`src/rtl/muldiv_seq.sv`:
```
// muldiv_seq: iterative RV32M shift-add multiplier / restoring divider with pipeline stall
module muldiv_seq #(
    parameter int XLEN  = 32,
    parameter int CNT_W = 5
) (
    input  logic            clk,
    input  logic            rst_n,
    input  logic            start,
    input  logic            flush,
    input  logic [2:0]      func3,
    input  logic [XLEN-1:0] src_a,
    input  logic [XLEN-1:0] src_b,
    output logic            busy,
    output logic            stall,
    output logic            done,
    output logic [XLEN-1:0] result
);
    localparam logic [1:0] IDLE = 2'd0, CALC = 2'd1, FIX = 2'd2, DONE = 2'd3;
    localparam logic [XLEN-1:0] MIN_NEG = {1'b1, {(XLEN-1){1'b0}}};

    logic [1:0]        state;
    logic [CNT_W-1:0]  cnt;
    logic [2:0]        op;
    logic              neg_q, neg_r;
    logic [XLEN-1:0]   op_b;
    logic [2*XLEN-1:0] acc;

    logic              a_sgn, b_sgn, na, nb, div0, ovf;
    logic [XLEN-1:0]   mag_a, mag_b, spec_res, quo, rem, fix_res;
    logic [XLEN:0]     mul_sum, div_diff;
    logic [2*XLEN-1:0] mul_next, div_next, prod;

    assign a_sgn    = func3[2] ? ~func3[0] : (func3[0] ^ func3[1]);
    assign b_sgn    = func3[2] ? ~func3[0] : (func3[1:0] == 2'b01);
    assign na       = a_sgn & src_a[XLEN-1];
    assign nb       = b_sgn & src_b[XLEN-1];
    assign mag_a    = na ? -src_a : src_a;
    assign mag_b    = nb ? -src_b : src_b;
    assign div0     = func3[2] && src_b == '0;
    assign ovf      = func3[2] && !func3[0] && src_a == MIN_NEG && src_b == '1;
    assign spec_res = div0 ? (func3[1] ? src_a : '1) : (func3[1] ? '0 : MIN_NEG);

    // Multiplier lives in acc low half and shifts out as the product shifts in.
    assign mul_sum  = {1'b0, acc[2*XLEN-1:XLEN]} + (acc[0] ? {1'b0, op_b} : '0);
    assign mul_next = {mul_sum, acc[XLEN-1:1]};
    // The 33-bit trial keeps the bit shifted out of the remainder.
    assign div_diff = acc[2*XLEN-1:XLEN-1] - {1'b0, op_b};
    assign div_next = div_diff[XLEN] ? {acc[2*XLEN-2:0], 1'b0}
                                     : {div_diff[XLEN-1:0], acc[XLEN-2:0], 1'b1};

    assign prod    = neg_q ? -acc : acc;
    assign quo     = neg_q ? -acc[XLEN-1:0] : acc[XLEN-1:0];
    assign rem     = neg_r ? -acc[2*XLEN-1:XLEN] : acc[2*XLEN-1:XLEN];
    assign fix_res = op[2] ? (op[1] ? rem : quo)
                           : (op[1:0] == 2'b00 ? prod[XLEN-1:0] : prod[2*XLEN-1:XLEN]);

    assign busy  = state != IDLE;
    assign done  = state == DONE;
    assign stall = (state == IDLE && start && !flush) || state == CALC || state == FIX;

    always_ff @(posedge clk or negedge rst_n) begin
        if (!rst_n) begin
            state  <= IDLE;
            cnt    <= '0;
            op     <= '0;
            neg_q  <= 1'b0;
            neg_r  <= 1'b0;
            op_b   <= '0;
            acc    <= '0;
            result <= '0;
        end else if (flush) begin
            state <= IDLE;
        end else begin
            case (state)
                IDLE: if (start) begin
                    op    <= func3;
                    cnt   <= '0;
                    neg_q <= na ^ nb;
                    neg_r <= na;
                    op_b  <= mag_b;
                    acc   <= {{XLEN{1'b0}}, mag_a};
                    if (div0 || ovf) begin
                        result <= spec_res;
                        state  <= DONE;
                    end else begin
                        state <= CALC;
                    end
                end
                CALC: begin
                    acc <= op[2] ? div_next : mul_next;
                    cnt <= cnt + 1'b1;
                    if (cnt == '1) state <= FIX;
                end
                FIX: begin
                    result <= fix_res;
                    state  <= DONE;
                end
                DONE: state <= IDLE;
            endcase
        end
    end
endmodule
```
`config.mk`:
```
export PLATFORM = sky130hd
export DESIGN_NAME = muldiv_seq
export DESIGN_NICKNAME = d
export VERILOG_FILES = /design/src/rtl/muldiv_seq.sv
export SDC_FILE = /design/constraint.sdc
export NUM_CORES = 1
export LEC_CHECK = 0
export ABC_AREA = 1
export BUFFER_PORTS_ARGS = -buffer_cell sky130_fd_sc_hd__buf_2
export CAP_MARGIN = 40
export CORE_ASPECT_RATIO = 1.1
export CORE_MARGIN = 1.5
export CORE_UTILIZATION = 40
export CTS_BUF_LIST = sky130_fd_sc_hd__clkbuf_8
export DETAILED_ROUTE_END_ITERATION = 12
export PLACE_DENSITY = 0.53
export REMOVE_ABC_BUFFERS = 1
export SLEW_MARGIN = 20
export SYNTH_ARGS = -nofsm -noshare
export SYNTH_HDL_FRONTEND = slang
export SYNTH_SLANG_ARGS = --single-unit
export TNS_END_PERCENT = 50
```
`constraint.sdc`:
```
create_clock -name clk -period 6.2 [get_ports clk]
set_clock_uncertainty 0.15 [all_clocks]
set_input_delay 0.62 -clock clk [delete_from_list [all_inputs] [get_ports clk]]
set_output_delay 0.62 -clock clk [all_outputs]
set_load 0.02 [all_outputs]
```
Yosys cells after proc, flatten, opt, wreduce, memory -nomap -nowiden
Cells that the tools add are included.

word-level totals
  bits in latches = 0
  input port bits = 71
  bits in writable memories = 0
  output and inout bits = 35
  bits in registers = 140
  memories kept = 0
  bits in read-only memories = 0

operators by class
  shift operators = 0
  divide/modulo/power cells = 0
  order comparisons = 0
  mux-type cells = 28
  reductions and logical operators = 21
  equal/unequal tests = 11
  bitwise logic cells = 6
  add/sub/neg operators = 8
  multiply operators = 0

operators by type and width
  operator                number
  $mux W32                13
  $mux W64                4
  $neg A32 Y32            4
  $pmux W64 S2            1
  $eq A32 B32 Y1 const B  2
  $neg A64 Y64            1
  $pmux W32 S2            1
  $add A32 B32 Y33        1
  $sub A33 B32 Y33        1
  $logic_not A32 Y1       1
  $pmux W5 S2             1
  $mux W2                 4
  $pmux W2 S4             1
  $logic_and A1 B1 Y1     6
  $reduce_and A3 Y1       2
  $reduce_bool A2 Y1      3
  $add A5 B1 Y5 const B   1
  $eq A5 B5 Y1 const B    1
  $mux W5                 1
  $eq A2 B1 Y1 const B    2
  $eq A2 B2 Y1 const B    2
  $logic_not A2 Y1        2
  $reduce_and A4 Y1       1
  $logic_or A1 B1 Y1      3
  other kinds (10)        15

Logic depth before layout (Yosys ltp)
  depth in word-level cells = 9
  mapped depth = 20

Worst setup path before layout
Ideal clock, no wire load.

  path type = reg2reg
  from = reg acc[0]
  to = reg acc[57]
  setup time = 0.116 ns
  slack = 3.476 ns
  data arrival time = 2.458 ns
  cell stages (with the launch flop) = 18
  required time = 5.934 ns
  path buffers = 2
  path through = dfrtp_1 > buf_2 > clkbuf_1 > nand2_1 > inv_1 > ha_1 > inv_1 > fa_1 > o21ai_2 > a21boi_0 > o21ai_0 > nand3b_1 > nand3_1 > nand3_1 > nand2_1 > inv_1 > nand2_1 > nand2_1

on the way
  cells in the longest elaborated chain, start to end = 4

RTL lines
  item                    line  RTL
  start, declared         26    logic [2*XLEN-1:0] acc;
  start signal, assigned  81    acc <= {{XLEN{1'b0}}, mag_a};
  start signal, assigned  90    acc <= op[2] ? div_next : mul_next;
  $mux W32                44    assign mul_sum = {1'b0, acc[2*XLEN-1:XLEN]} + (acc[0] ? {1'b0, op_b} : '0);
  $add A32 B32 Y33        44
  $mux W64                90
  $pmux W64 S2            74    case (state)

No other way between the ends.
A chain may end at the register's enable or synchronous reset.

Final worst setup path
  from = reg acc[0]
  to = reg acc[58]

The elaborated chain is that of the path after synthesis.

==> impl_results.md <==
- Status: completed
- First-pass GRT wire length: 118000 um
- Final design instance area without fill: 18700 sq um
- Nets: 3178
- Worst-path maximum fanout: 34
- Post-synth top area share: 20.2%
- Total Routing Usage GR: 35.1%
- Die Height: 221 um
- Worst Setup Path Type: flop to flop
- IO Count: 106
- Relative slew slack: 44.4%
- Worst reg-to-reg path cell count: 13
- Placed Area: 18300 sq um
- Area of the mapped netlist: 17300 sq um
- Cts bufs inserted: 17
- Die width: 201 um
- DP Worst Slack: 2460 ps
- GR Layer Usage met1: 41.7%
- WL per Instance: 21.8 um
- Routed WL: 78800 um
- Die area: 44600 sq um
- Syn avg cell area: 5.78 sq um
- Initial Util: 40.8%
- Fraction of layout cells with a size suffix above 1: 8.71%
- Vias after detailed routing: 20500
- Initial antenna violation count: 0
- Largest net degree at the start of global routing: 66
- Router iterations before antenna repair: 6
- Period utilization: 62.1%
- Overflow after GRT: 0
- Top FF cell, synth: dfrtp_1
- Root Buffer: clkbuf_8
- P_leak: 9.65 nW
- Post-synth EDFFs: 0
- Clock transition at path regs: 100 ps
- Yosys warnings: 0
- WP data arrival: 4160 ps
- Unrepaired setup endpoints after global routing: no
- Final hold slack: 175 ps
- H-tree levels: 4
- Core footprint: 42500 sq um
- Yosys reg bits: 140
- Synth async-reset ratio: 100%
- Slew Viols, Final: 0
- Row count: 79
- CTS Sinks: 140
- Sequential area share after synthesis: 20.2%
- Endpoints failing setup: 0
- PwrDens: 566 nW/um^2
- Deepest clock path buffer count: 2
- Vias in the first global route: 19500
- Post-Syn Instances: 2998
- HPWL after DPL: 62100 um
- Synth area leaders: dfrtp_1 (20%), nand2_1 (19%), nand3_1 (8.4%), nor2_1 (7.3%), inv_1 (7.1%)
- Synth-to-layout area growth: 7.94%
- Cell taking the most area after synthesis: dfrtp_1
- Highest clock rate: 260 MHz
- Final Power: 10.6 mW
- Layer with the highest usage: met2
- Worst-margin pin slew: 832 ps
- Post-CTS Repair Setup Buffers: 0
- Hold Crit Class: input pin to flop
- CP startpoint kind: flop
- Setup TNS: 0 ps
- Library cells used by synthesis: 56
- 1st-iter DRT viols: 1601
- Final antenna-violating net count: 0
- CTS tree: yes
- Placer Congestion: 1.00
- Most common cell after layout, fill and taps aside: nand2_1
- Grt met2 use: 59.7%
- Vias per cell: 5.68
- GR Util met3: 3.86%
- Commonest non-fill, non-tap cells in the layout: nand2_1 (887), nor2_1 (336), inv_1 (329), nand3_1 (291), o21ai_0 (197)
- Final WS setup: 2350 ps
- Endpoint class of the critical path: flop
- Worst path required time: 6510 ps
- Number of stages on the worst hold path: 3
- Worst-skew pair later-pin latency: 580 ps
- Final min period: 3850 ps
- Port Buffers: 105
- Drt drc: 0
- Antenna diode count: 0
- Worst vdd ir: 0.375 mV
- Final Hold Fails: 0
- Max-cap violations: 0
==> Yosys cell counts (2+ instances only) <==
cell type / instances
a21boi_0: 3
nor3_1: 39
nand4_1: 40
dfrtp_1: 140
a21oi_1: 188
clkbuf_1: 69
o21a_1: 10
xnor2_1: 24
nand3_1: 292
a21o_1: 2
a22oi_1: 6
buf_6: 6
clkinv_1: 2
nor3_2: 7
o21ai_2: 4
nand3_2: 3
nor2_2: 18
o21ai_1: 44
fa_1: 2
nand2_1: 887
or2_2: 11
nand2_2: 7
buf_1: 9
nor2_1: 338
buf_2: 36
nor4_1: 8
o31ai_1: 2
nand3b_1: 17
o211ai_1: 7
nand4_2: 2
inv_2: 13
nand2_4: 3
ha_1: 76
a21boi_1: 15
inv_1: 327
a31o_2: 2
o21bai_1: 18
a21oi_2: 18
or2_1: 2
o21ai_0: 197
nand3_4: 2
a31oi_1: 23
xor2_1: 66
==> registers in the layout, summed over array words and instances (netlist names) <==
register,count
acc,64
op_b,32
result,32
cnt,5
op,3
state,2
neg_q,1
neg_r,1
==> final timing paths <==
check,from,to,slack [ps]
worst max register to register,acc[0]$_DFFE_PN0P_,acc[58]$_DFFE_PN0P_,2350
min in group asynchronous,rst_n,result[24]$_DFFE_PN0P_,410
worst min-delay path,func3[0],op[0]$_DFFE_PN0P_,180
worst min register to register,result[3]$_DFFE_PN0P_,result[3]$_DFFE_PN0P_,330
max in group asynchronous,rst_n,op_b[10]$_DFFE_PN0P_,4320
worst max-delay path,acc[0]$_DFFE_PN0P_,acc[58]$_DFFE_PN0P_,2350
==> metal layers <==
layer,vias to the layer above,wire length [um]
met4,0,5440
met2,796,37900
met5,-,0
met3,191,3920
met1,9665,31500
li1,9825,-
==> worst max-delay path, cell delays in order (launching register included) <==
cell     delay [ps]
dfrtp_2         870
nand2_1         150
inv_1           100
ha_1            290
a21oi_1         450
o21ai_0         460
a21oi_1         230
nand2_1         240
nand4_1         200
a21oi_1          90
nor2_1          290
nor2_1           80
nand2_1          70
nand2_1          50
==> area by class of cell <==
cell class | count | area, sq um
clock inverter | 14 | 125
sequential | 140 | 3510
tap | 567 | 709
multi-input combinational | 2393 | 12000
fill | 4814 | 23800
clock buffer | 17 | 234
inverter | 344 | 1300
timing repair buffer | 133 | 820
==> stage by stage <==
stage                     std cells  util, %
after floorplan                2877        -
after global placement         3568     42.8
after detailed placement       3575     43.1
after CTS                      3607     44.0
after global routing           3608     44.0
final                          3608     44.0
==> power breakdown <==
part | leakage [nW] | switching (mW) | total [mW] | internal (mW)
Combinational | 7.74 | 5.39 | 7.75 | 2.35
Sequential | 1.73 | 0.759 | 2.07 | 1.31
Clock | 0.183 | 0.466 | 0.781 | 0.315
==> cell families (layout without fill, tap and decap cells) <==
kind of cell	after synthesis	count (layout)	share of synthesized area (%)
buffers and inverters	465	508	10.7
XOR/XNOR	90	90	4.55
flip-flops	140	140	20.2
AO/OA/AOI/OAI	544	544	17.4
AND/OR/NAND/NOR	1681	1681	41.4
adder cells (fa/ha/maj)	78	78	5.72
==> timing repair <==
action,CTS,global route
hold endpoints to repair,49,0
gates resized for setup,0,0
hold buffers,1,0
Power figures use the tool's default switching activity.
